File: src/rtl/cam_capture_ctrl.sv
// Camera frame-capture sequencer: arms on a frame boundary, packs accepted pixel
// bytes four-per-word and streams them into the frame buffer with status flags.
module cam_capture_ctrl #(
  parameter int   IMG_W         = 160,
  parameter int   IMG_H         = 120,
  parameter int   ADDR_WIDTH    = 13,
  parameter logic VS_FRAME_HIGH = 1'b1
) (
  input  logic                  clk,
  input  logic                  resetn,
  input  logic                  start,
  input  logic                  cam_vsync,
  input  logic                  cam_href,
  input  logic [7:0]            cam_dat,
  output logic                  cam_dat_en,
  output logic                  wr_en,
  output logic [ADDR_WIDTH-1:0] wr_addr,
  output logic [31:0]           wr_data,
  output logic                  busy,
  output logic                  done,
  output logic                  short_line,
  output logic                  short_frame
);

  localparam int COL_W  = $clog2(IMG_W + 1);
  localparam int LINE_W = $clog2(IMG_H + 1);
  localparam logic [COL_W-1:0]  COL_MAX  = COL_W'(IMG_W);
  localparam logic [LINE_W-1:0] LINE_MAX = LINE_W'(IMG_H);

  typedef enum logic [2:0] {
    IDLE,
    WAIT_GAP,
    WAIT_SOF,
    CAPTURE,
    DONE
  } state_t;

  state_t                state_q, state_d;
  logic                  href_q, href_d;
  logic [COL_W-1:0]      col_cnt_q, col_cnt_d;
  logic [LINE_W-1:0]     line_cnt_q, line_cnt_d;
  logic [1:0]            byte_cnt_q, byte_cnt_d;
  logic [23:0]           pack_q, pack_d;
  logic                  wr_en_q, wr_en_d;
  logic [ADDR_WIDTH-1:0] wr_addr_q, wr_addr_d;
  logic [31:0]           wr_data_q, wr_data_d;
  logic                  short_line_q, short_line_d;
  logic                  short_frame_q, short_frame_d;

  logic vs_active;
  logic accept;
  logic eol;

  assign vs_active = (cam_vsync == VS_FRAME_HIGH);
  assign accept    = (state_q == CAPTURE) && cam_href && vs_active &&
                     (col_cnt_q < COL_MAX) && (line_cnt_q < LINE_MAX);
  assign eol       = (state_q == CAPTURE) && href_q && !cam_href;

  always_comb begin
    // NOTE: every signal gets a default before the case so no path can infer a latch.
    state_d       = state_q;
    href_d        = cam_href;
    col_cnt_d     = col_cnt_q;
    line_cnt_d    = line_cnt_q;
    byte_cnt_d    = byte_cnt_q;
    pack_d        = pack_q;
    wr_en_d       = 1'b0;
    wr_addr_d     = wr_addr_q;
    wr_data_d     = wr_data_q;
    short_line_d  = short_line_q;
    short_frame_d = short_frame_q;

    // Address advances after the cycle in which it was presented with wr_en.
    if (wr_en_q) wr_addr_d = wr_addr_q + ADDR_WIDTH'(1);

    case (state_q)
      IDLE, DONE: begin
        if (start) begin
          state_d       = WAIT_GAP;
          col_cnt_d     = '0;
          line_cnt_d    = '0;
          byte_cnt_d    = '0;
          wr_addr_d     = '0;
          short_line_d  = 1'b0;
          short_frame_d = 1'b0;
        end
      end
      WAIT_GAP: if (!vs_active) state_d = WAIT_SOF;
      WAIT_SOF: if (vs_active)  state_d = CAPTURE;
      CAPTURE: begin
        if (accept) begin
          col_cnt_d = col_cnt_q + COL_W'(1);
          pack_d    = {cam_dat, pack_q[23:8]};
          if (byte_cnt_q == 2'd3) begin
            wr_en_d    = 1'b1;
            wr_data_d  = {cam_dat, pack_q};
            byte_cnt_d = '0;
          end else begin
            byte_cnt_d = byte_cnt_q + 2'd1;
          end
        end
        // accept needs href high and eol needs href low, so they never coincide.
        if (eol) begin
          if (line_cnt_q < LINE_MAX) line_cnt_d = line_cnt_q + LINE_W'(1);
          col_cnt_d  = '0;
          byte_cnt_d = '0;
          if (col_cnt_q < COL_MAX) short_line_d = 1'b1;
        end
        if (line_cnt_d == LINE_MAX) begin
          state_d = DONE;
        end else if (!vs_active) begin
          state_d       = DONE;
          short_frame_d = 1'b1;
        end
      end
      default: state_d = IDLE;
    endcase
  end

  always_ff @(posedge clk or negedge resetn) begin
    if (!resetn) begin
      state_q       <= IDLE;
      href_q        <= 1'b0;
      col_cnt_q     <= '0;
      line_cnt_q    <= '0;
      byte_cnt_q    <= '0;
      pack_q        <= '0;
      wr_en_q       <= 1'b0;
      wr_addr_q     <= '0;
      wr_data_q     <= '0;
      short_line_q  <= 1'b0;
      short_frame_q <= 1'b0;
    end else begin
      state_q       <= state_d;
      href_q        <= href_d;
      col_cnt_q     <= col_cnt_d;
      line_cnt_q    <= line_cnt_d;
      byte_cnt_q    <= byte_cnt_d;
      pack_q        <= pack_d;
      wr_en_q       <= wr_en_d;
      wr_addr_q     <= wr_addr_d;
      wr_data_q     <= wr_data_d;
      short_line_q  <= short_line_d;
      short_frame_q <= short_frame_d;
    end
  end

  // IO-register enable depends on state alone so it is glitch-free and early.
  assign cam_dat_en  = (state_q == WAIT_SOF) || (state_q == CAPTURE);
  assign busy        = (state_q != IDLE) && (state_q != DONE);
  assign done        = (state_q == DONE);
  assign wr_en       = wr_en_q;
  assign wr_addr     = wr_addr_q;
  assign wr_data     = wr_data_q;
  assign short_line  = short_line_q;
  assign short_frame = short_frame_q;

endmodule
File: config.mk
export PLATFORM = sky130hd
export DESIGN_NAME = cam_capture_ctrl
export DESIGN_NICKNAME = d
export VERILOG_FILES = /design/src/rtl/cam_capture_ctrl.sv
export SDC_FILE = /design/constraint.sdc
export NUM_CORES = 1
export LEC_CHECK = 0
export ABC_AREA = 1
export CAP_MARGIN = 20
export CORE_ASPECT_RATIO = 2
export CORE_UTILIZATION = 53
export DETAILED_ROUTE_END_ITERATION = 8
export PLACE_DENSITY = 0.75
export REMOVE_ABC_BUFFERS = 1
export SYNTH_ARGS = -nofsm -noshare
export SYNTH_HDL_FRONTEND = slang
export SYNTH_SLANG_ARGS = --single-unit
File: constraint.sdc
create_clock -name clk -period 2.1 [get_ports clk]
set_input_delay 0.21 -clock clk [delete_from_list [all_inputs] [get_ports clk]]
set_output_delay 0.21 -clock clk [all_outputs]
set_load 0.005 [all_outputs]
**After elaboration in Yosys (flattened, before gate mapping)**

Index checks and enable logic that the tools add are counted.

- Register bits after elaboration: 93
- Input bits: 13
- Output and inout port bits: 51
- Logic and storage cells: 86

- $add $sub $neg: 4
- $lt $le $gt $ge: 2
- Equality and inequality tests: 16
- Muxes and demuxes: 33
- Reduce and logical (&&, ||, !) cells: 20

Operators with widths:

| kind | count |
|---|---|
| 13-bit two-way mux | 3 |
| 7-bit two-way mux | 4 |
| 8-bit two-way mux | 3 |
| 8-bit one-hot mux with 2 select lines | 1 |
| 3-bit two-way mux | 5 |
| 7-bit one-hot mux with 2 select lines | 1 |
| 13-bit by 1-bit adder with 13-bit output (second input constant) | 1 |
| 2-bit inequality test (second input constant) | 6 |
| 3-bit one-hot mux with 4 select lines | 1 |
| 4-bit AND reduction | 3 |
| 8-bit by 1-bit adder with 8-bit output (second input constant) | 1 |
| 8-bit less-than comparator (second input constant) | 1 |
| 1-bit two-way mux | 8 |
| 2-bit two-way mux | 4 |
| 7-bit by 1-bit adder with 7-bit output (second input constant) | 1 |
| 7-bit == test (second input constant) | 1 |
| 1-bit logical AND | 7 |
| 7-bit less-than comparator (second input constant) | 1 |
| 3-bit by 2-bit == test with 1-bit output (second input constant) | 2 |
| 3-bit inequality test (second input constant) | 2 |
| 3-bit AND reduction | 2 |
| 1-bit one-hot mux with 2 select lines | 2 |
| 2-bit one-hot mux with 2 select lines | 1 |
| 2-bit AND reduction | 2 |
| other kinds (12) | 12 |

**Depth between registers and ports, before layout**

- Depth after elaboration: 8
- Depth in mapped cells: 14
- Mapped depth without buffers: 14

**Worst setup path before layout**

OpenSTA, ideal clock, no wires.

- Kind: register to register
- Start: reg line_cnt_q[0]
- End: reg state_q[1]
- Library setup time: 0.117 ns
- Arrival: 1.458 ns
- Slack: 0.525 ns
- Cell stages (with the launch flop): 13
- Path buffers: 0
- Clock period less this slack: 1.575 ns
- Path through: dfrtp_1 -> ha_1 -> inv_1 -> nor2_1 -> nand2_1 -> o21ai_1 -> nand3_1 -> nor2_1 -> nand2_1 -> nand2_2 -> nand2_2 -> nand2_1 -> nand2_1

- Cells in the longest elaborated chain, start to end: 7

Ends and longest elaborated chain:

| what | line | source |
|---|---|---|
| start: declaration | 41 | `logic [LINE_W-1:0] line_cnt_q, line_cnt_d;` |
| start signal: assignment | 137 | `line_cnt_q <= line_cnt_d;` |
| 7-bit by 1-bit adder with 7-bit output or 7-bit less-than comparator (tied branches) | 104 | `if (line_cnt_q < LINE_MAX) line_cnt_d = line_cnt_q + LINE_W'(1);` |
| 7-bit two-way mux | 104 |  |
| 7-bit two-way mux (*) | 103 | `if (eol) begin` |
| 7-bit two-way mux (*) | 76 | `case (state_q)` |
| 7-bit == test (*) | 109 | `if (line_cnt_d == LINE_MAX) begin` |
| 3-bit by 2-bit inequality test with 1-bit output (no source line) or 3-bit two-way mux (tied branches) | -- |  |
| 4-bit AND reduction (no source line) or 3-bit one-hot mux with 4 select lines (tied branches) | -- |  |
| end signal: assignment | 134 | `state_q <= state_d;` |
| end: declaration | 38 | `state_t state_q, state_d;` |

Every way passes the cells marked *; elsewhere a longest branch is shown, timed or not. The select of a mux whose other input is x is not followed.
A chain may end at the register's enable or synchronous reset.

**Final worst setup path**

- Start: reg state_q[1]
- End: out done

- Cells in the longest elaborated chain, start to end: 1

Ends and longest elaborated chain:

| what | line | source |
|---|---|---|
| 3-bit == test | 151 | `assign done = (state_q == DONE);` |
| end: declaration | 20 | `output logic done,` |

No other way between the ends.

==> metrics.md <==
| Metric | Value |
|---|---|
| Deepest clock path buffer count | 2 |
| Largest net degree at the start of global routing | 67 |
| RSZ-0062 raised after global routing | false |
| Post-route DRC | 0 |
| Die Wd | 64.12 µm |
| Hold WC Path Type | input port to async pin |
| Tcrit/Tclk final | 0.9179 |
| Worst slew pin tran | 380.9 ps |
| Initial antenna violation count | 0 |
| Vias/cell | 5.132 |
| Clk_lat worst skew | 330 ps |
| FP Rows | 45 |
| Required @ worst endpoint | 1890 ps |
| HPWL Detailed | 5776 µm |
| Root buffer selected by CTS | clkbuf_16 |
| H-tree Lvls | 3 |
| Total power | 4821 µW |
| Antenna diodes | 0 |
| Yosys top cell by area | dfrtp_1 |
| Share of layout cells above drive strength 1 | 0.07196 |
| Pwr Density | 946.2 mW/mm² |
| Worst path arrival time | 1720 ps |
| Post-Place Cell Area | 0.004817 mm² |
| Post-Layout Inst Area | 0.005095 mm² |
| Fin crit period | 1927 ps |
| Clk pin slew, worst setup/hold paths | 60 ps |
| Top Metal Used | met4 |
| Worst VDD drop | 702.9 µV |
| Die area | 0.008094 mm² |
| Outcome | finished, final reports clean |
| Register area share after synthesis | 0.5690 |
| Final WL | 8038 µm |
| Top-area cell type share of the netlist area | 0.5690 |
| Ys Warns | 0 |
| Number of global-route vias before repair | 3194 |
| F_max | 0.5188 GHz |
| CTS tree | yes |
| Ys async rst share | 1.000 |
| Final setup violation count | 0 |
| Wire length per cell | 12.64 µm |
| Startpoint types | register |
| # Max-Cap Violations | 0 |
| CP endpoint kind | primary output |
| Pre-antenna DRT Iters | 4 |
| Leakage | 0.002460 µW |
| Total Nets Final | 555 |
| Synth unique cells | 34 |
| Io pins | 64 |
| Post-detailed-route count of antenna-violating nets | 0 |
| Slew Limit Fails | 0 |
| Post-Route M1 WL | 3246 µm |
| Avg Inst Size Synth | 8.702 µm² |
| Die Ht | 126.2 µm |
| Setup CP Type | register to primary output |
| CTS Sinks | 93 |
| Hold Slack | 338.1 ps |
| Tot GR Track Use | 0.2254 |
| Area delta synth->final | 24.56% |
| DR iter-0 viols | 197 |
| Worst Path Max Fanout | 6 |
| Total gr overflow | 0 |
| Core area | 0.007545 mm² |
| Cts bufs inserted | 9 |
| Yosys reg bits | 93 |
| WL met2 | 4255 µm |
| Slew margin rel. | 0.7461 |
| R2r setup slk | 250 ps |
| Top FF cell, synth | dfrtp_1 |
| Ranking of synthesized cells by area | dfrtp_1 57%, nand2_1 12%, o21ai_0 5.3%, inv_1 5.1%, nor2_1 3.2% |
| Commonest non-fill, non-tap cells in the layout | 130 x nand2_1, 93 x dfrtp_1, 62 x clkdlybuf4s50_1 |
| Cts hold-fix bufs | 1 |
| Post-Syn Area | 0.004090 mm² |
| Post_cts resized | 0 |
| Gpl congestion | 0.8480 |
| Post-CTS Setup Bufs | 0 |
| Met3 WL | 249 µm |
| Syn Inst Count | 470 |
| Commonest non-fill, non-tap cell in the layout | nand2_1 |
| EDFF count, synth | 0 |
| IO Port Bufs | 63 |
| Initial Utilization | 0.5421 |
| Worst Skew | 6.050 ps |
| Routed vias | 3264 |
| First-pass GRT wire length | 14000 µm |
| Final hold viol count | 0 |
-- power breakdown --
part / internal, µW / switching [µW]
clock: 830 / 631
sequential: 2080 / 211
combinational: 403 / 669
-- routing by layer --
metal / global-route usage / up-vias
li1: - / 1625
met1: 0.2591 / 1556
met2: 0.3817 / 61
met3: 0.05344 / 22
met4: 0.1203 / 0
met5: 0 / -
-- stage by stage --
stage | utilization | setup TNS (ps) | instances | worst slack [ps]
6_report | 0.6753 | 0 | 636 | 172.5
5_1_grt | 0.6753 | 0 | 636 | 65.32
4_1_cts | 0.6753 | 0 | 636 | 153.0
3_5_place_dp | 0.6385 | 0 | 620 | 93.73
3_3_place_gp | 0.6385 | 0 | 620 | 168.9
2_1_floorplan | - | -20640 | 457 | -690.3
-- synth_stat cells, types with 4 or more instances --
cell type    n
nand2_2      7
nand4_1      4
inv_1       56
dfrtp_1     93
nor2_1      35
nand2_1    131
ha_1         4
a21oi_1     10
o21ai_0     43
nand3_1     25
o21ai_1     21
clkbuf_1     5
-- path summary, 6_finish.rpt --
kind / from / end / cells after the start
worst max-delay path: state_q[1] / done / 4
worst min-delay path: resetn / wr_addr[7] / 2
worst max register to register: state_q[1] / col_cnt_q[7] / 9
worst min register to register: pack_q[5] / wr_data[5] / 2
max in group asynchronous: resetn / wr_data[25] / 3
min in group clk: cam_href / href_q / 1
-- worst max-delay path, stage by stage (launching register included) --
cell and delay [ps]:
dfrtp_1 460, nor2_1 240, inv_1 90, nor2_1 100
clkdlybuf4s50_1 500
-- cell families (layout without fill, tap and decap cells) --
kind of cell    after synthesis  in the layout  synth area share
compound gates               82             82            0.1052
xor+xnor                      6              6           0.01285
fa+ha+maj                     4              4           0.01224
buf+inv                      72            144           0.07341
flops                        93             93            0.5690
mux                           1              1          0.002447
simple gates                212            212            0.2248
-- flip-flops by register name, indices dropped and copies added, names as in the netlist --
register,flops
short_line,1
wr_en,1
short_frame,1
wr_addr,13
col_cnt_q,8
href_q,1
pack_q,24
wr_data,32
state_q,3
line_cnt_q,7
byte_cnt_q,2
-- cell type report --
class                           count  area [µm²]
Clock buffer                       12       246.5
Clock inverter                      3       21.27
Fill cell                         641        2450
Inverter                           59       221.5
Multi-Input combinational cell    305        1465
Sequential cell                    93        2327
Tap cell                           94       117.6
Timing Repair Buffer               70       695.7
(Power assumes the default switching activity.)
